`config.mk`:
```
export PLATFORM = sky130hd
export DESIGN_NAME = clock_set_driver
export DESIGN_NICKNAME = d
export VERILOG_FILES = /design/src/rtl/clock_set_driver.sv
export SDC_FILE = /design/constraint.sdc
export NUM_CORES = 1
export LEC_CHECK = 0
export BUFFER_PORTS_ARGS = -buffer_cell sky130_fd_sc_hd__buf_2
export CORE_AREA = 2 2 97 146
export CTS_CLUSTER_SIZE = 24
export DETAILED_ROUTE_END_ITERATION = 8
export DIE_AREA = 0 0 99 148
export PLACE_DENSITY = 0.87
export SLEW_MARGIN = 15
export SYNTH_ARGS = -nofsm -noshare
export SYNTH_HDL_FRONTEND = slang
export SYNTH_SLANG_ARGS = --single-unit
```
`constraint.sdc`:
```
create_clock -name clock -period 11.25 [get_ports clock]
set_clock_uncertainty 0.2 [all_clocks]
set_input_delay 2.25 -clock clock [delete_from_list [all_inputs] [get_ports clock]]
set_output_delay 2.25 -clock clock [all_outputs]
set_load 0.05 [all_outputs]
```
`src/rtl/clock_set_driver.sv`:
```
// rtl/clock_set_driver.sv - drives digital_clock set/incr/dcr buttons to move one field to a target value
// Optional feature: define CLKSET_ALARM_EN to accept field 7 (alarm hours).
module clock_set_driver #(
    parameter int PULSE_CYC = 2,
    parameter int GAP_CYC   = 2,
    parameter int NUM_MODES = 8
) (
    input  logic        clock,
    input  logic        reset,
    input  logic        start,
    input  logic [2:0]  field,
    input  logic [11:0] target,
    input  logic [11:0] current,
    output logic        set,
    output logic        incr,
    output logic        dcr,
    output logic        busy,
    output logic        done,
    output logic        err
);

    typedef enum logic [2:0] {
        S_IDLE, S_CALC, S_ENTER, S_ADJ, S_EXIT, S_DONE, S_ERR
    } state_t;

    state_t      state_q, state_d;
    logic [2:0]  field_q, field_d;
    logic [11:0] tgt_q, tgt_d;
    logic [11:0] cur_q, cur_d;
    logic [11:0] steps_q, steps_d;
    logic [11:0] rem_q, rem_d;
    logic        down_q, down_d;
    logic [7:0]  tick_q, tick_d;
    logic        high_q, high_d;
    logic        set_q, set_d;
    logic        incr_q, incr_d;
    logic        dcr_q, dcr_d;
    logic        busy_q, busy_d;
    logic        done_q, done_d;
    logic        err_q, err_d;

    logic [11:0] lo, m, c_off, t_off, diff, calc_steps, exit_n;
    logic        field_ok, reject, calc_down;

    assign exit_n = 12'(NUM_MODES) - {9'd0, field_q};

    // Shortest-path step count for the latched request, evaluated in CALC.
    always_comb begin
        lo       = '0;
        m        = 12'd1;
        field_ok = 1'b1;
        case (field_q)
            3'd1: m = 12'd24;
            3'd2: m = 12'd60;
            3'd3: m = 12'd60;
            3'd4: begin lo = 12'd1; m = 12'd31; end
            3'd5: begin lo = 12'd1; m = 12'd12; end
            3'd6: m = 12'd1;
`ifdef CLKSET_ALARM_EN
            3'd7: m = 12'd24;
`else
            3'd7: field_ok = 1'b0;
`endif
            default: field_ok = 1'b0;
        endcase
        c_off      = cur_q - lo;
        t_off      = tgt_q - lo;
        diff       = (t_off >= c_off) ? (t_off - c_off) : (t_off + m - c_off);
        reject     = 1'b0;
        calc_steps = '0;
        calc_down  = 1'b0;
        if (!field_ok) begin
            reject = 1'b1;
        end else if (field_q == 3'd6) begin
            if (tgt_q > cur_q) begin
                calc_steps = tgt_q - cur_q;
            end else begin
                calc_steps = cur_q - tgt_q;
                calc_down  = 1'b1;
            end
        end else if (tgt_q < lo || t_off >= m || c_off >= m) begin
            reject = 1'b1;
        end else if (diff != '0) begin
            if (diff <= (m >> 1)) begin
                calc_steps = diff;
            end else begin
                calc_steps = m - diff;
                calc_down  = 1'b1;
            end
        end
    end

    always_comb begin
        state_d = state_q;
        field_d = field_q;
        tgt_d   = tgt_q;
        cur_d   = cur_q;
        steps_d = steps_q;
        rem_d   = rem_q;
        down_d  = down_q;
        tick_d  = tick_q;
        high_d  = high_q;
        set_d   = set_q;
        incr_d  = incr_q;
        dcr_d   = dcr_q;
        busy_d  = busy_q;
        done_d  = 1'b0;
        err_d   = 1'b0;
        case (state_q)
            S_IDLE: begin
                busy_d = 1'b0;
                set_d  = 1'b0;
                incr_d = 1'b0;
                dcr_d  = 1'b0;
                if (start) begin
                    field_d = field;
                    tgt_d   = target;
                    cur_d   = current;
                    busy_d  = 1'b1;
                    state_d = S_CALC;
                end
            end
            S_CALC: begin
                if (reject) begin
                    err_d   = 1'b1;
                    state_d = S_ERR;
                end else begin
                    // Enter with the gap already expired so the first set launches at once.
                    steps_d = calc_steps;
                    down_d  = calc_down;
                    rem_d   = {9'd0, field_q};
                    high_d  = 1'b0;
                    tick_d  = 8'(GAP_CYC - 1);
                    state_d = S_ENTER;
                end
            end
            S_ENTER, S_ADJ, S_EXIT: begin
                tick_d = tick_q + 8'd1;
                if (high_q) begin
                    if (tick_q == 8'(PULSE_CYC - 1)) begin
                        set_d  = 1'b0;
                        incr_d = 1'b0;
                        dcr_d  = 1'b0;
                        high_d = 1'b0;
                        tick_d = '0;
                    end
                end else if (tick_q == 8'(GAP_CYC - 1)) begin
                    high_d = 1'b1;
                    tick_d = '0;
                    if (rem_q != '0) begin
                        rem_d = rem_q - 12'd1;
                        if (state_q == S_ADJ) begin
                            incr_d = !down_q;
                            dcr_d  = down_q;
                        end else begin
                            set_d = 1'b1;
                        end
                    end else if (state_q == S_ENTER && steps_q != '0) begin
                        state_d = S_ADJ;
                        rem_d   = steps_q - 12'd1;
                        incr_d  = !down_q;
                        dcr_d   = down_q;
                    end else if (state_q != S_EXIT && exit_n != '0) begin
                        state_d = S_EXIT;
                        rem_d   = exit_n - 12'd1;
                        set_d   = 1'b1;
                    end else begin
                        high_d  = 1'b0;
                        done_d  = 1'b1;
                        state_d = S_DONE;
                    end
                end
            end
            S_DONE, S_ERR: begin
                busy_d  = 1'b0;
                state_d = S_IDLE;
            end
            default: state_d = S_IDLE;
        endcase
    end

    always_ff @(posedge clock) begin
        if (reset) begin
            state_q <= S_IDLE;
            field_q <= '0;
            tgt_q   <= '0;
            cur_q   <= '0;
            steps_q <= '0;
            rem_q   <= '0;
            down_q  <= 1'b0;
            tick_q  <= '0;
            high_q  <= 1'b0;
            set_q   <= 1'b0;
            incr_q  <= 1'b0;
            dcr_q   <= 1'b0;
            busy_q  <= 1'b0;
            done_q  <= 1'b0;
            err_q   <= 1'b0;
        end else begin
            state_q <= state_d;
            field_q <= field_d;
            tgt_q   <= tgt_d;
            cur_q   <= cur_d;
            steps_q <= steps_d;
            rem_q   <= rem_d;
            down_q  <= down_d;
            tick_q  <= tick_d;
            high_q  <= high_d;
            set_q   <= set_d;
            incr_q  <= incr_d;
            dcr_q   <= dcr_d;
            busy_q  <= busy_d;
            done_q  <= done_d;
            err_q   <= err_d;
        end
    end

    assign set  = set_q;
    assign incr = incr_q;
    assign dcr  = dcr_q;
    assign busy = busy_q;
    assign done = done_q;
    assign err  = err_q;

endmodule

```
## Word level (Yosys, flattened, before mapping)

Index checks and enable logic that the tools add are counted.

| operators by class | value |
|---|---|
| add/sub/neg operators | 13 |
| eq/ne operators | 25 |
| magnitude comparators | 6 |
| muxes and demuxes | 69 |
| shift operators | 0 |
| multipliers | 0 |
| reduce and logical (&&, ||, !) cells | 27 |
| div/mod/pow operators | 0 |
| bitwise logic cells | 4 |

Operator list:

| operator | count |
|---|---|
| 12-bit 2-to-1 mux | 13 |
| 12-bit subtractor | 7 |
| 12-bit nonzero test | 4 |
| 1-bit 2-to-1 mux | 39 |
| 12-bit >= comparator | 3 |
| 4-bit inequality test (second input constant) | 6 |
| 12-bit case mux with 2 select lines | 1 |
| 6-bit case mux with 4 select lines | 1 |
| 12-bit by 1-bit subtractor with 12-bit output (second input constant) | 2 |
| 3-bit equality test (second input constant) | 6 |
| 3-bit 2-to-1 mux | 6 |
| 8-bit 2-to-1 mux | 2 |
| 8-bit case mux with 2 select lines | 1 |
| 12-bit adder | 1 |
| 3-bit by 2-bit equality test with 1-bit output (second input constant) | 4 |
| 12-bit greater-than comparator | 1 |
| 12-bit by 11-bit less-or-equal comparator with 1-bit output | 1 |
| 12-bit less-than comparator | 1 |
| 6-bit OR reduction | 2 |
| 2-bit inequality test (second input constant) | 5 |
| 1-bit case mux with 2 select lines | 5 |
| 5-bit AND reduction | 2 |
| 3-bit case mux with 3 select lines | 1 |
| 8-bit by 1-bit adder with 8-bit output (second input constant) | 1 |
| other kinds (15) | 29 |

| storage, ports and cells | value |
|---|---|
| ROM bits | 0 |
| register bits after elaboration | 70 |
| RAM bits | 0 |
| bits of input ports | 30 |
| logic and storage cells | 159 |
| memories kept | 0 |
| output and inout bits | 6 |
| bits in latches | 0 |

## Longest topological paths before layout

Gate-level depths: netlist of the first run.

| logic depth | value |
|---|---|
| word-level depth | 13 |
| gate-level depth with buffers | 32 |
| mapped depth without buffers | 29 |

## Worst setup path after synthesis of the first run

OpenSTA, ideal clock, no wires.

| timing | value |
|---|---|
| path kind | register to register |
| start point | reg field_q[0] |
| end point | reg steps_q[0] |
| path buffers | 3 |
| clock period less this slack | 6.276 ns |
| path slack | 4.974 ns |
| arrival time | 5.980 ns |
| data required time | 10.955 ns |
| stages on the path, launching flop included | 32 |
| setup time | 0.095 ns |
| path through | dfxtp_1 > inv_1 > ha_1 > ha_1 > a21o_1 > ha_1 > ha_1 > clkbuf_1 > nor4b_2 > nand4_1 > xnor2_1 > ha_1 > nand4_1 > nor3_1 > o21ai_0 > nand2_1 > buf_2 > clkbuf_1 > nand2_1 > o21ai_0 > inv_1 > ha_1 > nor2b_1 > o21a_1 > o21ai_0 > nand2b_1 > a21oi_1 > a31oi_1 > a211oi_1 > and3_2 > o2111ai_1 > a221oi_1 |

| between the ends | value |
|---|---|
| longest elaborated chain between the ends | 13 |
| elaborated cells between the ends (all ways) | 37 |
| classes of those cells | 6 x add/sub; 5 x order compare; 6 x eq/ne; 12 x mux; 1 x bitwise; 7 x reduce/logical |

Ends and longest elaborated chain:

| element | line | text |
|---|---|---|
| start, declared | 27 | `logic [2:0] field_q, field_d;` |
| start signal, assigned | 201 | `field_q <= field_d;` |
| 3-bit equality test | 52 | `case (field_q)` |
| 2-bit OR reduction (no line) | n/a |  |
| 1-bit 2-to-1 mux | 52 |  |
| 12-bit subtractor | 67 | `t_off = tgt_q - lo;` |
| 12-bit adder | 68 | `diff = (t_off >= c_off) ? (t_off - c_off) : (t_off + m - c_off);` |
| 12-bit subtractor | 68 |  |
| 12-bit 2-to-1 mux | 68 |  |
| 12-bit subtractor or 12-bit by 11-bit less-or-equal comparator with 1-bit output (tied branches) | 87, 84 |  |
| 12-bit 2-to-1 mux | 84 | `if (diff <= (m >> 1)) begin` |
| 12-bit 2-to-1 mux | 83 | `end else if (diff != '0) begin` |
| 12-bit 2-to-1 mux | 81 | `end else if (tgt_q < lo \|\| t_off >= m \|\| c_off >= m) begin` |
| 12-bit 2-to-1 mux | 74 | `end else if (field_q == 3'd6) begin` |
| 12-bit 2-to-1 mux | 72 | `if (!field_ok) begin` |
| end signal, assigned | 204 | `steps_q <= steps_d;` |
| end, declared | 30 | `logic [11:0] steps_q, steps_d;` |

Parallel ways exist; a longest one is shown, timed or not.
A chain may end at the register's enable or synchronous reset.

## Final worst setup path of the first run

Ends and elaborated chain as after synthesis.

==> metrics.cfg, run 1 <==
[finish]
finish.net_count=1194
multiInputGateArea_mm2=0.006027
area_delta_synth_final_pct=7.392
drive_gt1_share_pct=8.138
antenna_cells=0
stdcell_count=1231
regArea_mm2=0.001401
fillers=1160

[timing]
max_freq_mhz=135.2
finalSetupViolations=0
slew_violations=0
tightestPinTransition_ns=1.105
setup_tns_ns=0
finalCritPeriodShare_pct=65.76
rsz0062_at_grt=no
period_needed_ns=7.398
setup_ws_ns=3.852
hold_viol_final=0
slew-limit-headroom_pct=26.08

[die]
core_area_mm2=0.01334
ios=36
rows=52
die_area_mm2=0.01465
start_util_pct=59.14
fp.dieH_um=148
die_w_um=99

[clock_network]
cts.hold.buffers_added=0
cts_root_buf=clkbuf_16
clkTransAtPathRegs_ns=0.06
cts_resized=0
insertion_delay_ns=0.35
cts_tree=built
ctsLongestPathBuffers=2
numCtsBuffers=9
cts_sinks=70
htreeDepth=3
post-cts-setup-buffers=0

[synthesis]
ys_seq_area_share_pct=17.77
post-synth-top-area-fraction_pct=17.77
synth_seq_cells=70
synth_cell_type_count=87
synth_flop_cell=dfxtp_1
avgSynthCellArea_um2=7.505
synth_area_mm2=0.007888
synth_top_area_cell=dfxtp_1
synth_edf_count=0
synthCells=1051
ys_warn_count=0
synthTopCellsByArea=dfxtp_1, ha_1, a21oi_1, nand2_1, xnor2_1
synthesis.nets=1181
synthArstFlopShare_pct=0

[worst_setup_path]
endpoint_kind=register
cp-start-kind=register
crit_top_cell=ha_1
cp.arrival_ns=7.45
crit_path_max_fanout=20
worstSetupPathType=reg2reg
cp_slowest_cell=a211oi_1
required_ns=11.30
reg2reg_slack_ns=3.85
cp_slowest_stage_delay_ns=0.55

[status]
status=finished clean

[route]
finalWirelength_um=23480
drt-pass1-iter-count=5
via_per_inst=6.477
postRouteAntennaNets=0
drt_iter0_markers=526
vias=7973
post-route-drc-count=0
wl_per_cell_um=19.07

[global_route]
antenna_found_initial=0
grt_max_degree=63
grt_pass1_wl_um=37100
grt_usage_pct=31.31
overflow=0
grt_pass1_vias=7670

[place]
dp_hpwl_um=18270
io_buffers=35
post-place-ws_ns=4.019
dp.cells=1215
gp_congestion=1.094

[run]
maxCapViolations=0

[min_path]
worstHoldPathType=reg2reg

-- layer usage --
metal	vias to the layer above	track usage, %	share of wire, %
met5	-	0	0
met4	0	20.21	6.9
met3	118	4.255	5.3
met2	344	57.47	51
met1	3717	32.78	37
li1	3794	-	-
-- through the flow --
step                hold slack, ns  utilization (%)  instance area [µm²]
floorplan                   0.2332                -                 7888
global placement            0.2393            61.20                 8163
detailed placement          0.2418            61.20                 8163
CTS                         0.2504            63.51                 8471
global route                0.2721            63.51                 8471
finish                      0.2480            63.51                 8471
-- cell type report --
class	count	area share, %
Timing Repair Buffer	41	2.600
Inverter	83	3.678
Tap cell	162	2.393
Sequential cell	70	16.54
Clock inverter	6	0.8124
Clock buffer	10	2.821
Multi-Input combinational cell	859	71.15
-- cells in the final DEF (no fill, tap or decap), types with 5 or more instances in the layout --
master,n
a211oi_1,21
a21o_1,15
a21oi_1,93
a221oi_1,5
a22oi_1,9
a31oi_1,12
and2_1,11
and3_1,6
buf_2,35
buf_4,6
clkbuf_16,9
dfxtp_1,70
fa_1,15
ha_1,85
inv_1,82
mux2i_1,12
nand2_1,117
nand2b_1,14
nand3_1,22
nand4_1,16
nor2_1,81
nor2b_1,15
nor3_1,36
nor3b_1,7
nor4_1,12
o21a_1,6
o21ai_0,60
o21bai_1,8
or2_2,6
or3_1,7
or4_1,6
xnor2_1,45
xor2_1,25
-- registers in the layout, indices dropped and copies added (netlist names), 3 cells and up --
signal and flops:
cur_q 12, rem_q 12, steps_q 12, tgt_q 12
tick_q 8, field_q 3, state_q 3
-- synthesized netlist by cell type (all sizes together), types with 4 or more instances --
cell type / n
nand2: 117
a21oi: 93
ha: 85
inv: 82
nor2: 81
dfxtp: 70
o21ai: 61
xnor2: 45
nor3: 36
clkbuf: 32
xor2: 25
nand3: 22
a211oi: 21
a21o: 16
nand4: 16
fa: 15
nand2b: 15
nor2b: 15
a31oi: 13
nor4: 13
and2: 12
mux2i: 12
a22oi: 9
nor3b: 8
o21bai: 8
and3: 7
buf: 7
o21a: 7
or2: 7
or3: 7
nor4b: 6
or4: 6
a221oi: 5
a41o: 5
a311o: 4
nand3b: 4
o41ai: 4
-- critical path: cells and delay by family (launching register included) --
kind	cells	cell delay (ns)
simple gates	6	1.53
buf+inv	2	0.33
xor+xnor	1	0.20
fa+ha+maj	7	2.04
compound gates	11	2.58
flops	1	0.40
-- logic make-up after synthesis --
logic type / Yosys count / synth area share, %
XOR/XNOR: 70 / 7.773
flip-flops: 70 / 17.77
buffers and inverters: 122 / 5.901
AND/OR/NAND/NOR: 379 / 24.46
AO/OA/AOI/OAI: 295 / 24.86
adder cells (fa/ha/maj): 100 / 17.29
multiplexers: 15 / 1.951
-- final timing paths --
check,cells after the start,startpoint,to
hold reg to reg,2,incr,incr
setup reg to reg,27,field_q[0],steps_q[0]
setup / recovery,27,field_q[0],steps_q[0]
hold / removal,2,incr,incr
Power of run 1 is not shown: default switching activity piles up to over one toggle a cycle in this logic, so the estimate is an artifact.
==> inputs of run 2 (changes only) <==
Settings changed: ABC_AREA from default to 1, CORE_AREA 2 2 97 146 to 2 2 100 150, DIE_AREA 0 0 99 148 to 0 0 102 152.
Clock period 11.25 ns to 7.15 ns, I/O delays scaled along.
==> metrics.cfg, run 2 <==
[global_route]
grt_max_degree=56  ; -11%
grt_pass1_wl_um=39730  ; +7.1%
grt_pass1_vias=8535  ; +11%
grt_usage_pct=32.07  ; +0.75 points
antenna_found_initial=0  ; unchanged
overflow=0  ; unchanged

[clock_network]
numCtsBuffers=9  ; unchanged
cts_sinks=70  ; unchanged
post-cts-setup-buffers=0  ; unchanged
insertion_delay_ns=0.34  ; about the same
cts.hold.buffers_added=0  ; unchanged
clkTransAtPathRegs_ns=0.06  ; about the same
cts_tree=built
htreeDepth=3  ; unchanged
cts_resized=0  ; unchanged
ctsLongestPathBuffers=2  ; unchanged
cts_root_buf=clkbuf_16

[die]
die_area_mm2=0.01550  ; +5.8%
fp.dieH_um=152  ; +2.7%
core_area_mm2=0.01432  ; +7.4%
die_w_um=102  ; +3.0%
ios=36  ; unchanged
start_util_pct=58.63  ; -0.51 points
rows=54  ; +3.8%

[route]
finalWirelength_um=24570  ; +4.7%
vias=8893  ; +12%
drt_iter0_markers=624  ; +19%
via_per_inst=5.579  ; -14%
wl_per_cell_um=15.42  ; -19%
postRouteAntennaNets=0  ; unchanged
post-route-drc-count=0  ; unchanged
drt-pass1-iter-count=8  ; +3

[place]
dp_hpwl_um=19770  ; +8.2%
gp_congestion=1.032  ; -5.7%
place_area_mm2=0.008710  ; +6.7%
io_buffers=35  ; unchanged

[worst_setup_path]
crit_family=simple AND/OR/NAND/NOR gates
required_ns=7.15  ; -4.15 ns
path_buf_inv=5  ; +3
cp-start-kind=register
worstSetupPathType=reg2reg
cp_slowest_cell=ha_1
cp_slowest_stage_delay_ns=0.37  ; -0.18 ns
cp.arrival_ns=5.94  ; -1.51 ns
crit_path_max_fanout=16  ; -20%
endpoint_kind=register
crit_top_cell=nand2_1

[finish]
final_cell_mix=nand2_1, inv_1, nor2_1
final_common_cell=nand2_1
drive_gt1_share_pct=8.226  ; +0.088 points
fin_area_mm2=0.009021  ; +6.5%
fillers=1370  ; +18%
area_delta_synth_final_pct=7.420  ; about the same
fin_util_pct=62.98  ; -0.53 points
finish.net_count=1524  ; +28%
antenna_cells=0  ; unchanged

[synthesis]
avgSynthCellArea_um2=6.130  ; -18%
synth_flop_cell=dfxtp_1
synth_cell_type_count=50  ; -43%
synth_common_cells=nand2_1, inv_1, nor2_1, nand3_1, a21oi_1
synth_seq_cells=70  ; unchanged
synth_edf_count=0  ; unchanged
synth_area_mm2=0.008398  ; +6.5%
synthCells=1370  ; +30%
ys_warn_count=0  ; unchanged
synthTopCellsByArea=dfxtp_1, nand2_1, ha_1, inv_1, nand3_1
synth_top_area_cell=dfxtp_1
synth_most_common_cell=nand2_1
synthArstFlopShare_pct=0  ; unchanged
post-synth-top-area-fraction_pct=16.69  ; -1.1 points
ys_seq_area_share_pct=16.69  ; -1.1 points
synthesis.nets=1500  ; +27%

[timing]
period_needed_ns=5.947  ; -1.450 ns
finalCritPeriodShare_pct=83.18  ; +17 points
max_freq_mhz=168.1  ; +24%
slew-limit-headroom_pct=31.04  ; +5.0 points
setup_tns_ns=0  ; unchanged
rsz0062_at_grt=no
hold_slack_ns=0.2724  ; +0.02439 ns
finalSetupViolations=0  ; unchanged
slew_violations=0  ; unchanged
tightestPinTransition_ns=1.025  ; -0.08043 ns
hold_viol_final=0  ; unchanged

[min_path]
worstHoldPathType=reg2reg

[status]
status=finished clean

[run]
maxCapViolations=0  ; unchanged

[run 2: kinds of logic after synthesis]
logic type               Yosys count  share of synthesized area, %
buffers and inverters            262                         12.16
adder cells (fa/ha/maj)          100                         16.24
XOR/XNOR                          43                         4.574
AND/OR/NAND/NOR                  652                         34.40
AO/OA/AOI/OAI                    243                         15.94
flip-flops                        70                         16.69
[run 2: through the flow]
stage | setup WS (ns) | std cells
2_1_floorplan | 2.064 | 1370
3_3_place_gp | 1.436 | 1579
3_5_place_dp | 1.291 | 1579
4_1_cts | 1.274 | 1594
5_1_grt | 0.6073 | 1594
6_report | 1.203 | 1594
[run 2: path summary, 6_finish.rpt]
path                            startpoint          to  slack [ns]  cells after the start
worst max-delay path            field_q[0]  steps_q[9]        1.20                     34
worst min-delay path                   set         set        0.27                      2
worst max register to register  field_q[0]  steps_q[9]        1.20                     34
worst min register to register         set         set        0.27                      2
[run 2: routing by layer]
metal  share of wire, %  global-route usage, %
met1                 37                  33.83
met2                 50                  56.52
met3                4.6                  3.956
met4                8.1                  23.49
met5                  0                      0
[run 2: final cells by class]
type	count	area (µm²)	share of cell area, %
Tap cell	196	245.2	2.718
Timing Repair Buffer	38	197.7	2.191
Sequential cell	70	1401	15.53
Multi-Input combinational cell	1038	5976	66.24
Clock inverter	6	86.33	0.9570
Inverter	237	889.6	9.861
Clock buffer	9	225.2	2.497
[run 2: worst min-delay path: stages (launching register included)]
cell     delay, ns
dfxtp_1       0.31
nand2_1       0.06
a21oi_1       0.05
Power of run 2 is left out for the same reason.
==> inputs of run 3 (changes only) <==
Settings changed: CORE_AREA 2 2 100 150 to 2 2 102 153, DIE_AREA 0 0 102 152 to 0 0 104 155.
Clock period 7.15 ns to 5 ns, I/O delays scaled along.
==> metrics.cfg, run 3 (synthesis results as in run 2) <==
[global_route]
grt_usage_pct=33.54  ; +1.5 points
grt_pass1_wl_um=43550  ; +9.6%
antenna_found_initial=0  ; unchanged
overflow=0  ; unchanged
grt_pass1_vias=9273  ; +8.6%
grt_max_degree=48  ; -14%

[finish]
antenna_cells=0  ; unchanged
drive_gt1_share_pct=18.88  ; +11 points
fin_util_pct=68.57  ; +5.6 points
area_delta_synth_final_pct=21.37
final_common_cell=nand2_1
final_cell_mix=nand2_1, inv_1, nor2_1
finish.net_count=1619  ; +6.2%
stdcell_count=1693  ; +6.2%

[min_path]
min_from=set
hold_path_depth=2  ; unchanged
hold_path_end=set
worstHoldPathType=reg2reg

[timing]
finalCritPeriodShare_pct=100.4  ; +17 points
max_freq_mhz=199.3  ; +19%
period_needed_ns=5.018  ; -0.9293 ns
tightestPinTransition_ns=0.9918  ; -0.03325 ns
finalSetupViolations=3  ; +3
rsz0062_at_grt=yes
slew-limit-headroom_pct=33.27  ; +2.2 points
setup_ws_ns=-0.01801  ; -1.221 ns
hold_viol_final=0  ; unchanged
slew_violations=0  ; unchanged

[place]
gp_congestion=1.090  ; +5.6%
io_buffers=35  ; unchanged
dp_hpwl_um=21440  ; +8.5%
dp.cells=1662  ; +5.3%

[clock_network]
htreeDepth=3  ; unchanged
cts_sinks=70  ; unchanged
cts_tree=built
cts_root_buf=clkbuf_16
insertion_delay_ns=0.34  ; about the same
clkTransAtPathRegs_ns=0.06  ; about the same
ctsLongestPathBuffers=2  ; unchanged
numCtsBuffers=9  ; unchanged

[route]
drt-pass1-iter-count=6  ; -2
via_per_inst=5.776  ; +3.5%
vias=9779  ; +10%
drt_iter0_markers=851  ; +36%
post-route-drc-count=0  ; unchanged
postRouteAntennaNets=0  ; unchanged
finalWirelength_um=28490  ; +16%
wl_per_cell_um=16.83  ; +9.1%

[die]
core_area_mm2=0.01486  ; +3.8%
rows=55  ; +1.9%
fp.dieH_um=155  ; +2.0%
die_area_mm2=0.01612  ; +4.0%
start_util_pct=56.50  ; -2.1 points
ios=36  ; unchanged
die_w_um=104  ; +2.0%

[status]
failed_checks=setup timing
status=complete, but fails checks

[worst_setup_path]
cp.arrival_ns=5.04  ; -0.90 ns
worstSetupPathType=reg2reg
reg2reg_from=field_q[0]
required_ns=5.02  ; -2.13 ns
endpoint_kind=register
cp-start-kind=register
rr_worst_depth=30  ; -12%
crit_path_max_fanout=5  ; -11
reg2reg_slack_ns=-0.02  ; -1.22 ns
cp_slowest_stage_delay_ns=0.35  ; -0.02 ns
cp_slowest_cell=ha_1
crit_top_cell=ha_4
r2r-end=steps_q[0]

[run]
maxCapViolations=0  ; unchanged

## run 3: cell types whose count changed in the layout (fill, tap and decap cells not counted), moves of 10 or more
cell / change
buf_4: +87
inv_2: +10
nand2_1: -13
nand2_2: +11
ha_4: +17
inv_1: -10
ha_1: -17
## run 3: layout make-up
class / count / area (µm²)
well taps: 199 / 249.0
fillers: 1266 / 4672
multi-input cells: 1040 / 6436
clock buffers: 9 / 225.2
flip-flops and latches: 70 / 1404
clock inverters: 7 / 48.80
repair buffers: 131 / 939.7
inverters: 237 / 889.6
## run 3: metal layers
| layer | up-vias | wire (µm) | GRT usage (%) |
|---|---|---|---|
| met3 | 200 | 1601 | 3.687 |
| li1 | 4657 | - | - |
| met5 | - | 0 | 0 |
| met4 | 0 | 2786 | 29.67 |
| met1 | 4425 | 9809 | 33.15 |
| met2 | 497 | 14290 | 61.59 |
## run 3: how the worst max path moves through the flow
stage / from / slack (ns) / end / cells after the start
2_1_floorplan: field_q[1] / 0.02 / steps_q[2] / 34
3_3_place_gp: field_q[1] / -0.16 / steps_q[9] / 34
3_5_place_dp: field_q[0] / -0.29 / steps_q[9] / 34
4_1_cts: field_q[0] / 0.0008 / steps_q[10] / 34
5_1_grt: field_q[0] / -0.31 / steps_q[0] / 27
6_report: field_q[0] / -0.02 / steps_q[0] / 30
## run 3: per-stage QoR
step / TNS [ns] / hold WS, ns / area (µm²) / setup slack [ns]
finish: -0.02994 / 0.2576 / 10190 / -0.01801
global route: -2.575 / 0.2837 / 10190 / -0.3128
CTS: 0 / 0.2599 / 9776 / 0.0008256
detailed placement: -2.961 / 0.2511 / 9355 / -0.2910
global placement: -1.163 / 0.2447 / 9355 / -0.1571
floorplan: 0 / 0.2573 / 8414 / 0.02063
## run 3: critical path: cells and delay by family, from the launching register on
family                     cells  cell delay, ns
AOI/OAI and AO/OA              7            0.79
xor gates and xnor gates       1            0.24
adders and majority gates      5            1.06
DFF                            1            0.33
buffers and inverters          5            0.67
and+or+nand+nor               12            1.58
## run 3: repair_timing
item,CTS,global route
cloned,1,1
gates resized for setup,27,71
hold buffers,0,0
setup buffers,2,11
setup endpoints to repair,13,13
pin swaps,8,24
Power of run 3 is left out for the same reason.
